--- src/rtl/muldiv_pkg.sv ---
// Shared constants, opcode encodings and FSM state type for the
// iterative multiply/divide unit.
package muldiv_pkg;
  localparam int XLEN  = 32;
  localparam int CNT_W = 6;
  localparam int ITER  = 32;

  localparam logic [1:0] OP_MULT  = 2'b00;
  localparam logic [1:0] OP_MULTU = 2'b01;
  localparam logic [1:0] OP_DIV   = 2'b10;
  localparam logic [1:0] OP_DIVU  = 2'b11;

  typedef enum logic [1:0] {
    IDLE = 2'd0,
    CALC = 2'd1,
    FIX  = 2'd2
  } state_e;
endpackage

--- src/rtl/muldiv_if.sv ---
// Pipeline-side bundle of the multiply/divide unit, including the FSM state
// for observation.
// Handshake: start is taken only while busy=0 and flush=0; done pulses for one
// cycle when hi/lo have been loaded by a completed operation.
interface muldiv_if import muldiv_pkg::*; ();
  logic            start;
  logic [1:0]      op;
  logic [XLEN-1:0] a;
  logic [XLEN-1:0] b;
  logic            flush;
  logic            mthi;
  logic            mtlo;
  logic [XLEN-1:0] wdata;
  logic            busy;
  logic            done;
  logic [XLEN-1:0] hi;
  logic [XLEN-1:0] lo;
  state_e          state;

  modport master (
    output start, op, a, b, flush, mthi, mtlo, wdata,
    input  busy, done, hi, lo, state
  );

  modport slave (
    input  start, op, a, b, flush, mthi, mtlo, wdata,
    output busy, done, hi, lo, state
  );
endinterface

--- src/rtl/muldiv_step.sv ---
// One iteration of the datapath: right-shifting shift-add multiply, or
// left-shifting restoring divide with a 33-bit trial subtract.
module muldiv_step import muldiv_pkg::*; (
  input  logic [2*XLEN-1:0] work,
  input  logic [XLEN-1:0]   operand,
  input  logic              is_div,
  output logic [2*XLEN-1:0] work_nxt
);
  logic [XLEN:0] sum;
  logic [XLEN:0] trial;

  always_comb begin
    sum   = {1'b0, work[2*XLEN-1:XLEN]} + (work[0] ? {1'b0, operand} : '0);
    // Top 33 bits are the remainder already shifted left by one.
    trial = work[2*XLEN-1:XLEN-1] - {1'b0, operand};
    if (is_div) begin
      if (trial[XLEN])
        work_nxt = {work[2*XLEN-2:0], 1'b0};
      else
        work_nxt = {trial[XLEN-1:0], work[XLEN-2:0], 1'b1};
    end else begin
      work_nxt = {sum, work[XLEN-1:1]};
    end
  end
endmodule

--- src/rtl/muldiv_unit.sv ---
// MIPS EX-stage multiply/divide unit: FSM, iteration counter, sign/zero
// flags, result fix-up and the architectural HI/LO registers.
module muldiv_unit import muldiv_pkg::*; (
  input  logic     clk,
  input  logic     rst,
  muldiv_if.slave  bus
);
  state_e            state, state_nxt;
  logic [CNT_W-1:0]  cnt;
  logic [2*XLEN-1:0] work, work_nxt;
  logic [XLEN-1:0]   opnd, a_raw;
  logic              is_div, neg_res, neg_rem, div0;
  logic              done_r;
  logic [XLEN-1:0]   hi_r, lo_r;

  logic              accept, last_iter, is_signed;
  logic [XLEN-1:0]   abs_a, abs_b;
  logic [2*XLEN-1:0] prod_fix;
  logic [XLEN-1:0]   quo_fix, rem_fix;

  assign accept    = (state == IDLE) && bus.start && !bus.flush;
  assign last_iter = (cnt == CNT_W'(ITER - 1));
  assign is_signed = !bus.op[0];
  assign abs_a     = (is_signed && bus.a[XLEN-1]) ? -bus.a : bus.a;
  assign abs_b     = (is_signed && bus.b[XLEN-1]) ? -bus.b : bus.b;

  muldiv_step u_step (
    .work     (work),
    .operand  (opnd),
    .is_div   (is_div),
    .work_nxt (work_nxt)
  );

  always_ff @(posedge clk or posedge rst) begin
    if (rst) state <= IDLE;
    else     state <= state_nxt;
  end

  always_comb begin
    state_nxt = state;
    case (state)
      IDLE:    if (accept) state_nxt = CALC;
      CALC:    if (bus.flush) state_nxt = IDLE;
               else if (last_iter) state_nxt = FIX;
      FIX:     state_nxt = IDLE;
      default: state_nxt = IDLE;
    endcase
  end

  always_ff @(posedge clk or posedge rst) begin
    if (rst) begin
      cnt     <= '0;
      work    <= '0;
      opnd    <= '0;
      a_raw   <= '0;
      is_div  <= 1'b0;
      neg_res <= 1'b0;
      neg_rem <= 1'b0;
      div0    <= 1'b0;
    end else if (accept) begin
      cnt     <= '0;
      work    <= {{XLEN{1'b0}}, abs_a};
      opnd    <= abs_b;
      a_raw   <= bus.a;
      is_div  <= bus.op[1];
      neg_res <= is_signed && (bus.a[XLEN-1] ^ bus.b[XLEN-1]);
      neg_rem <= is_signed && bus.a[XLEN-1];
      div0    <= (bus.b == '0);
    end else if (state == CALC) begin
      work <= work_nxt;
      cnt  <= cnt + 1'b1;
    end
  end

  // Divide by zero keeps the raw dividend in HI regardless of signedness.
  always_comb begin
    prod_fix = neg_res ? -work : work;
    if (div0) begin
      quo_fix = '1;
      rem_fix = a_raw;
    end else begin
      quo_fix = neg_res ? -work[XLEN-1:0]      : work[XLEN-1:0];
      rem_fix = neg_rem ? -work[2*XLEN-1:XLEN] : work[2*XLEN-1:XLEN];
    end
  end

  always_ff @(posedge clk or posedge rst) begin
    if (rst) begin
      hi_r   <= '0;
      lo_r   <= '0;
      done_r <= 1'b0;
    end else begin
      done_r <= 1'b0;
      if (state == FIX && !bus.flush) begin
        done_r <= 1'b1;
        if (is_div) begin
          hi_r <= rem_fix;
          lo_r <= quo_fix;
        end else begin
          hi_r <= prod_fix[2*XLEN-1:XLEN];
          lo_r <= prod_fix[XLEN-1:0];
        end
      end else if (state == IDLE && !bus.start) begin
        if (bus.mthi) hi_r <= bus.wdata;
        if (bus.mtlo) lo_r <= bus.wdata;
      end
    end
  end

  assign bus.busy  = (state != IDLE);
  assign bus.done  = done_r;
  assign bus.hi    = hi_r;
  assign bus.lo    = lo_r;
  assign bus.state = state;
endmodule

--- src/flat_wrapper.sv ---
// flat-port wrapper written by rule: the top's interface ports become plain ports
module muldiv_unit_flat import muldiv_pkg::*;
  (clk, rst, bus_start, bus_op, bus_a, bus_b, bus_flush, bus_mthi, bus_mtlo, bus_wdata, bus_busy, bus_done, bus_hi, bus_lo, bus_state);
  muldiv_if bus_i ();
  input  logic clk;
  input  logic rst;
  input wire logic [$bits(bus_i.start)-1:0] bus_start;
  input wire logic [$bits(bus_i.op)-1:0] bus_op;
  input wire logic [$bits(bus_i.a)-1:0] bus_a;
  input wire logic [$bits(bus_i.b)-1:0] bus_b;
  input wire logic [$bits(bus_i.flush)-1:0] bus_flush;
  input wire logic [$bits(bus_i.mthi)-1:0] bus_mthi;
  input wire logic [$bits(bus_i.mtlo)-1:0] bus_mtlo;
  input wire logic [$bits(bus_i.wdata)-1:0] bus_wdata;
  output wire logic [$bits(bus_i.busy)-1:0] bus_busy;
  output wire logic [$bits(bus_i.done)-1:0] bus_done;
  output wire logic [$bits(bus_i.hi)-1:0] bus_hi;
  output wire logic [$bits(bus_i.lo)-1:0] bus_lo;
  output wire logic [$bits(bus_i.state)-1:0] bus_state;
  assign bus_i.start = bus_start;
  assign bus_i.op = bus_op;
  assign bus_i.a = bus_a;
  assign bus_i.b = bus_b;
  assign bus_i.flush = bus_flush;
  assign bus_i.mthi = bus_mthi;
  assign bus_i.mtlo = bus_mtlo;
  assign bus_i.wdata = bus_wdata;
  assign bus_busy = bus_i.busy;
  assign bus_done = bus_i.done;
  assign bus_hi = bus_i.hi;
  assign bus_lo = bus_i.lo;
  assign bus_state = bus_i.state;
  muldiv_unit u_core (.clk(clk), .rst(rst), .bus(bus_i));
endmodule
--- config.mk ---
export PLATFORM = sky130hd
export DESIGN_NAME = muldiv_unit_flat
export DESIGN_NICKNAME = d
export VERILOG_FILES = /design/src/rtl/muldiv_pkg.sv /design/src/rtl/muldiv_if.sv /design/src/rtl/muldiv_step.sv /design/src/rtl/muldiv_unit.sv /design/src/flat_wrapper.sv
export SDC_FILE = /design/constraint.sdc
export NUM_CORES = 1
export LEC_CHECK = 0
export CORE_UTILIZATION = 59
export DETAILED_ROUTE_END_ITERATION = 16
export PLACE_DENSITY = 0.89
export SYNTH_ARGS = -nofsm -noshare
export SYNTH_HDL_FRONTEND = slang
export SYNTH_SLANG_ARGS = --single-unit
--- constraint.sdc ---
create_clock -name clk -period 8.28 [get_ports clk]
set_input_delay 0.828 -clock clk [delete_from_list [all_inputs] [get_ports clk]]
set_output_delay 0.828 -clock clk [all_outputs]
set_load 0.02 [all_outputs]
Word-level counts from Yosys, hierarchy flattened
Index checks and enable logic that the tools add are counted.
- output and inout bits: 68
- bits of input ports: 104
- logic and storage cells: 73
- flip-flop bits (word level): 205
- bitwise operators: 1
- muxes and demuxes: 27
- equality and inequality tests: 5
- $add $sub $neg: 8
- reduce and logical (&&, ||, !) cells: 20
- operators with widths (kind ; count):
    32-bit 2-to-1 mux ; 15
    64-bit 2-to-1 mux ; 5
    32-bit negator ; 4
    64-bit negator ; 1
    32-bit by 33-bit adder with 33-bit output ; 1
    33-bit by 32-bit subtractor with 33-bit output ; 1
    32-bit logical NOT ; 1
    6-bit 2-to-1 mux ; 2
    2-bit nonzero test ; 5
    1-bit logical AND ; 7
    6-bit by 1-bit adder with 6-bit output (second input constant) ; 1
    6-bit by 5-bit == test with 1-bit output (second input constant) ; 1
    2-bit 2-to-1 mux ; 3
    2-bit AND reduction ; 3
    2-bit case mux with 2 select lines ; 1
    1-bit logical NOT ; 3
    3-bit by 2-bit inequality test with 1-bit output (second input constant) ; 1
    2-bit by 1-bit == test with 1-bit output (second input constant) ; 1
    2-bit == test (second input constant) ; 1
    2-bit logical NOT ; 1
    2-bit by 1-bit inequality test with 1-bit output (second input constant) ; 1
    1-bit 2-to-1 mux ; 1
    1-bit bitwise XOR ; 1

Depth between registers and ports, before layout
- word-level depth: 5
- depth in mapped cells: 15
- gate-level depth less buffers: 13

Hierarchy
Synthesis repeated with hierarchy kept, for this count alone.
- cells, all modules: 2240
- area, all modules: 17541.8 sq um
- modules (own cells, without submodules) (module ; seq. area each (sq um) ; instances ; cells each ; area an instance (sq um)):
    muldiv_unit ; 5129.9 ; 1 ; 1552 ; 12721.0
    muldiv_step ; 0.0 ; 1 ; 688 ; 4820.9

Worst setup path after synthesis
No wires, ideal clock.
- path type: register -> register
- from: reg u_core.work[0]
- to: reg u_core.work[56]
- arrival: 3509 ps
- clock period less this slack: 3635 ps
- stages on the path, launching flop included: 16
- path slack: 4645 ps
- path buffers: 3
- setup time: 126 ps
- cell sequence: dfrtp_1 clkbuf_1 inv_1 clkbuf_1 nor2_1 ha_1 clkbuf_1 a21oi_1 nor2b_1 o31ai_1 nand3_1 a311o_1 a221oi_1 o21ai_0 xnor2_1 a221o_1
- word-level cells in the longest chain between the ends: 5
- ends and longest elaborated chain (what ; line ; source):
    start: declaration ; muldiv_unit.sv:10 ; logic [2*XLEN-1:0] work, work_nxt;
    start signal: assignment ; muldiv_unit.sv:62 ; work <= {{XLEN{1'b0}}, abs_a};
    start signal: assignment ; muldiv_unit.sv:70 ; work <= work_nxt;
    32-bit 2-to-1 mux ; muldiv_step.sv:13 ; sum = {1'b0, work[2*XLEN-1:XLEN]} + (work[0] ? {1'b0, operand} : '0);
    32-bit by 33-bit adder with 33-bit output ; muldiv_step.sv:13 ;
    64-bit 2-to-1 mux ; muldiv_step.sv:16 ; if (is_div) begin
    64-bit 2-to-1 mux ; muldiv_unit.sv:69 ; end else if (state == CALC) begin
    64-bit 2-to-1 mux ; muldiv_unit.sv:60 ; end else if (accept) begin
No other way between the ends. The select of a mux whose other input is x is not followed.
A chain may end at the register's enable or synchronous reset.

Final worst setup path
- from: reg u_core.work[31]
- to: reg u_core.work[46]
- word-level cells in the longest chain between the ends: 5
- ends and longest elaborated chain (what ; line ; source):
    33-bit by 32-bit subtractor with 33-bit output ; muldiv_step.sv:15 ; trial = work[2*XLEN-1:XLEN-1] - {1'b0, operand};
    64-bit 2-to-1 mux ; muldiv_step.sv:17 ; if (trial[XLEN])
    64-bit 2-to-1 mux ; muldiv_step.sv:16 ;
    64-bit 2-to-1 mux ; muldiv_unit.sv:69 ;
    64-bit 2-to-1 mux ; muldiv_unit.sv:60 ;
No other way between the ends. The select of a mux whose other input is x is not followed.

==> summary.md <==
| Metric | Value |
|---|---|
| Synth Flop Type | `dfrtp_1` |
| WL/cell | `24.2 um` |
| Post-Route WL | `between 60 and 70 mm` |
| DIE WIDTH | `170 um` |
| Max-Cap Viols | `0` |
| Cell count along the critical path | `13` |
| Hpwl dp | `approximately 47 mm` |
| Critical Path RT | `just under 9 ns` |
| Critical R2R Capture | `u_core.work[46]` |
| GRT overflow | `0` |
| RePlAce Congestion | `roughly 1` |
| Delay-heaviest family, CP | `compound AO/OA/AOI/OAI gates` |
| Yosys cell types | `85` |
| Area growth syn-to-layout | `15.9%` |
| Area of the multi-input gates | `around 0.011 mm2` |
| DR vias/cell | `6.82` |
| Number of flops mapped to enable cells by yosys | `0` |
| Crit path capture type | `register` |
| Critical-path cell list | `inv_1 > ha_1 > fa_1 > nor2b_1 > o31a_1 > nor4_1 > o21ai_0 > a21oi_1 > a211o_1 > nor2_2 > buf_4 > mux2_2 > a221o_1` |
| Hold Crit Class | `reg2reg` |
| Cell count after synthesis | `2152` |
| Post-CTS Setup Inserts | `0` |
| IO Pins | `172` |
| Hold WS | `between 0.4 and 0.5 ns` |
| Final min period | `4.80 ns` |
| Post-cts resize count | `0` |
| Crit-path slowest cell | `dfrtp_1` |
| Vias in the first global route | `16300` |
| Yosys top cell area share | `0.307` |
| Skew-Pair Late Insertion Delay | `0.54 ns` |
| Synth area leader | `dfrtp_1` |
| Max stage delay on crit path | `0.53 ns` |
| Residual DRC | `0` |
| GRT Total Usage | `0.435` |
| Drt first pass iters | `6` |
| Design Power | `6.43 mW` |
| Sequential element share of the synthesized area | `0.307` |
| Critical path launch point type | `register` |
| Final Slew Violations | `0` |
| Achievable Freq | `around 210 MHz` |
| Non-filler cells, final | `2618` |
| RSZ-0062 raised after global routing | `no` |
| CTS buffer count | `24` |
| Worst endpoint data arrival time | `5.23 ns` |
| Final setup fails | `0` |
| Cell Area, Synth | `0.0167 mm2` |
| Reg2reg setup slack | `3.48 ns` |
| Reg clk slew, reported paths | `0.06 ns` |
| WS Path Type | `reg2reg` |
| Worst IR Drop VDD | `roughly 0.00023 V` |
| Bufs and invs on worst path | `2` |
| H-tree depth | `1` |
| Final worst path period share | `0.580` |
| Register bit total from synthesis | `~210` |
| Largest net degree at the start of global routing | `128` |
| Initial antenna violation count | `1` |
| Drt initial violations | `2725` |
| Crit-path max FO | `18` |
| Worst-Margin Slew | `1.30 ns` |
| R2R depth | `13` |
| Std-Cell Rows | `61` |
| DP Cell Count | `approximately 2600` |
| Status | `completed` |
| Nets | `roughly 2400` |
| Synth area leaders | `dfrtp_1 31%, nand2_1 8.3%, o21ai_0 5.3%` |
| CTS tree | `done` |
| Core area | `0.0279 mm2` |
| DRT antenna net count | `0` |
| Global-route wire length before repair | `95.9 mm` |
| PortBufs | `between 150 and 200` |
| Starting Density | `0.600` |
| Setup TNS | `0 ns` |
| Share of layout cells above drive strength 1 | `0.0442` |
| Slew margin rel. | `0.132` |
| Longest Clk Path Bufs | `3` |
| Die Y | `about 170 um` |
| Skew final | `a little under 0.01 ns` |
| Synth async-reset ratio | `1.00` |
| Storage cell area | `0.00513 mm2` |
| Die ar. | `between 0.02 and 0.03 mm2` |
| PwrDens | `332 mW/mm2` |
| Syn nets | `2327` |
| Finished Core Util | `0.696` |
| Crit path from | `u_core.work[31]` |
| Post-synth top cells | `368 x nand2_1, 205 x dfrtp_1, 177 x o21ai_0, 167 x nor2_1, 143 x a21oi_1` |
| Total number of vias | `17900` |
| Beginning of the worst register-to-register path | `u_core.work[31]` |
| Synth Area per Inst | `7.77 um2` |
| CP endpoint | `u_core.work[46]` |
| Clock sink count | `around 210` |
| Hold Buf Count CTS | `0` |
| Filler instances | `2240` |
| P_leak | `8.30 nW` |
| Final Hold Viols | `0` |
| Synth warnings | `0` |
| CTS Root Cell | `clkbuf_16` |
| Most common cell in the netlist | `nand2_1` |
-- metrics by stage --
| step | setup WS (ns) | cell area, um2 |
|---|---|---|
| 4_1_cts | 3.70 | 19400 |
| 3_3_place_gp | 3.90 | 18500 |
| 2_1_floorplan | 1.86 | 16700 |
| 3_5_place_dp | 3.71 | 18500 |
| 5_1_grt | 3.26 | 19400 |
| 6_report | 3.48 | 19400 |
-- where the power goes --
| part | switching, mW | internal (mW) |
|---|---|---|
| Combinational | 2.11 | 1.37 |
| Sequential | 0.530 | 1.25 |
| Clock | 0.452 | 0.721 |
-- routing by layer --
layer / up-vias / global-route usage / wire [um]
met2: 1251 / 0.632 / 26300
met1: 8540 / 0.618 / 25800
met3: 165 / 0.126 / 8920
li1: 7898 / - / -
met4: 0 / 0.137 / 2320
met5: - / 0 / 0
-- cells by family (layout without fill, tap and decap cells) --
family | count (synthesis) | after routing | synth area share
AO/OA/AOI/OAI | 630 | 630 | 0.244
XOR/XNOR | 151 | 151 | 0.0791
flip-flops | 205 | 205 | 0.307
adder cells (fa/ha/maj) | 71 | 71 | 0.0540
AND/OR/NAND/NOR | 797 | 797 | 0.218
multiplexers | 79 | 79 | 0.0476
buffers and inverters | 219 | 306 | 0.0508
other | 0 | 1 | 0
-- worst min path at each step --
| stage | cells past startpoint | end | start |
|---|---|---|---|
| floorplan | 2 | u_core.a_raw[15] | u_core.a_raw[15] |
| global placement | 2 | u_core.a_raw[15] | u_core.a_raw[15] |
| CTS | 2 | u_core.a_raw[15] | u_core.a_raw[15] |
| detailed placement | 2 | u_core.a_raw[15] | u_core.a_raw[15] |
| finish | 2 | u_core.opnd[20] | u_core.opnd[20] |
| global route | 2 | u_core.opnd[20] | u_core.opnd[20] |
-- worst min-delay path, delay by kind of cell, from the launching register on --
family          cells  cell delay [ns]
flops               1             0.34
simple gates        1             0.05
compound gates      1             0.06
-- cells in the final DEF, fill, tap and decap left out, types with 13 or more instances in the layout --
master / synthesis / layout
a211oi_1: 19 / 19
a21o_1: 28 / 28
a21oi_1: 143 / 143
a22oi_1: 24 / 24
a31oi_1: 21 / 21
a32oi_1: 30 / 30
and3_1: 14 / 14
buf_4: 1 / 19
clkbuf_16: 0 / 24
clkdlybuf4s50_1: 0 / 171
dfrtp_1: 205 / 204
ha_1: 69 / 69
inv_1: 73 / 72
mux2i_1: 75 / 75
nand2_1: 368 / 368
nand3_1: 47 / 47
nand4_1: 18 / 18
nor2_1: 167 / 164
nor2b_1: 17 / 16
nor3_1: 58 / 58
nor4_1: 16 / 16
o211ai_1: 32 / 32
o21a_1: 15 / 15
o21ai_0: 177 / 177
o22ai_1: 13 / 13
o31ai_1: 27 / 27
or3_1: 23 / 23
xnor2_1: 67 / 67
xor2_1: 84 / 84
-- area by class of cell --
class / count / share of cell area
diodes: 1 / 0.000129
clock buffers: 35 / 0.0367
clock inverters: 8 / 0.00801
inverters: 73 / 0.0145
multi-input cells: 1728 / 0.556
flip-flops and latches: 205 / 0.265
well taps: 378 / 0.0244
repair buffers: 190 / 0.0957
-- state kept, by name, indices dropped and copies added, names as in the netlist --
register          flops
u_core.work          64
u_core.a_raw         32
u_core.bus.hi        32
u_core.bus.lo        32
u_core.opnd          32
u_core.cnt            6
u_core.bus.state      2
u_core.bus.done       1
u_core.div0           1
u_core.is_div         1
u_core.neg_rem        1
u_core.neg_res        1
Note: power is estimated with default switching activity, not from simulation.
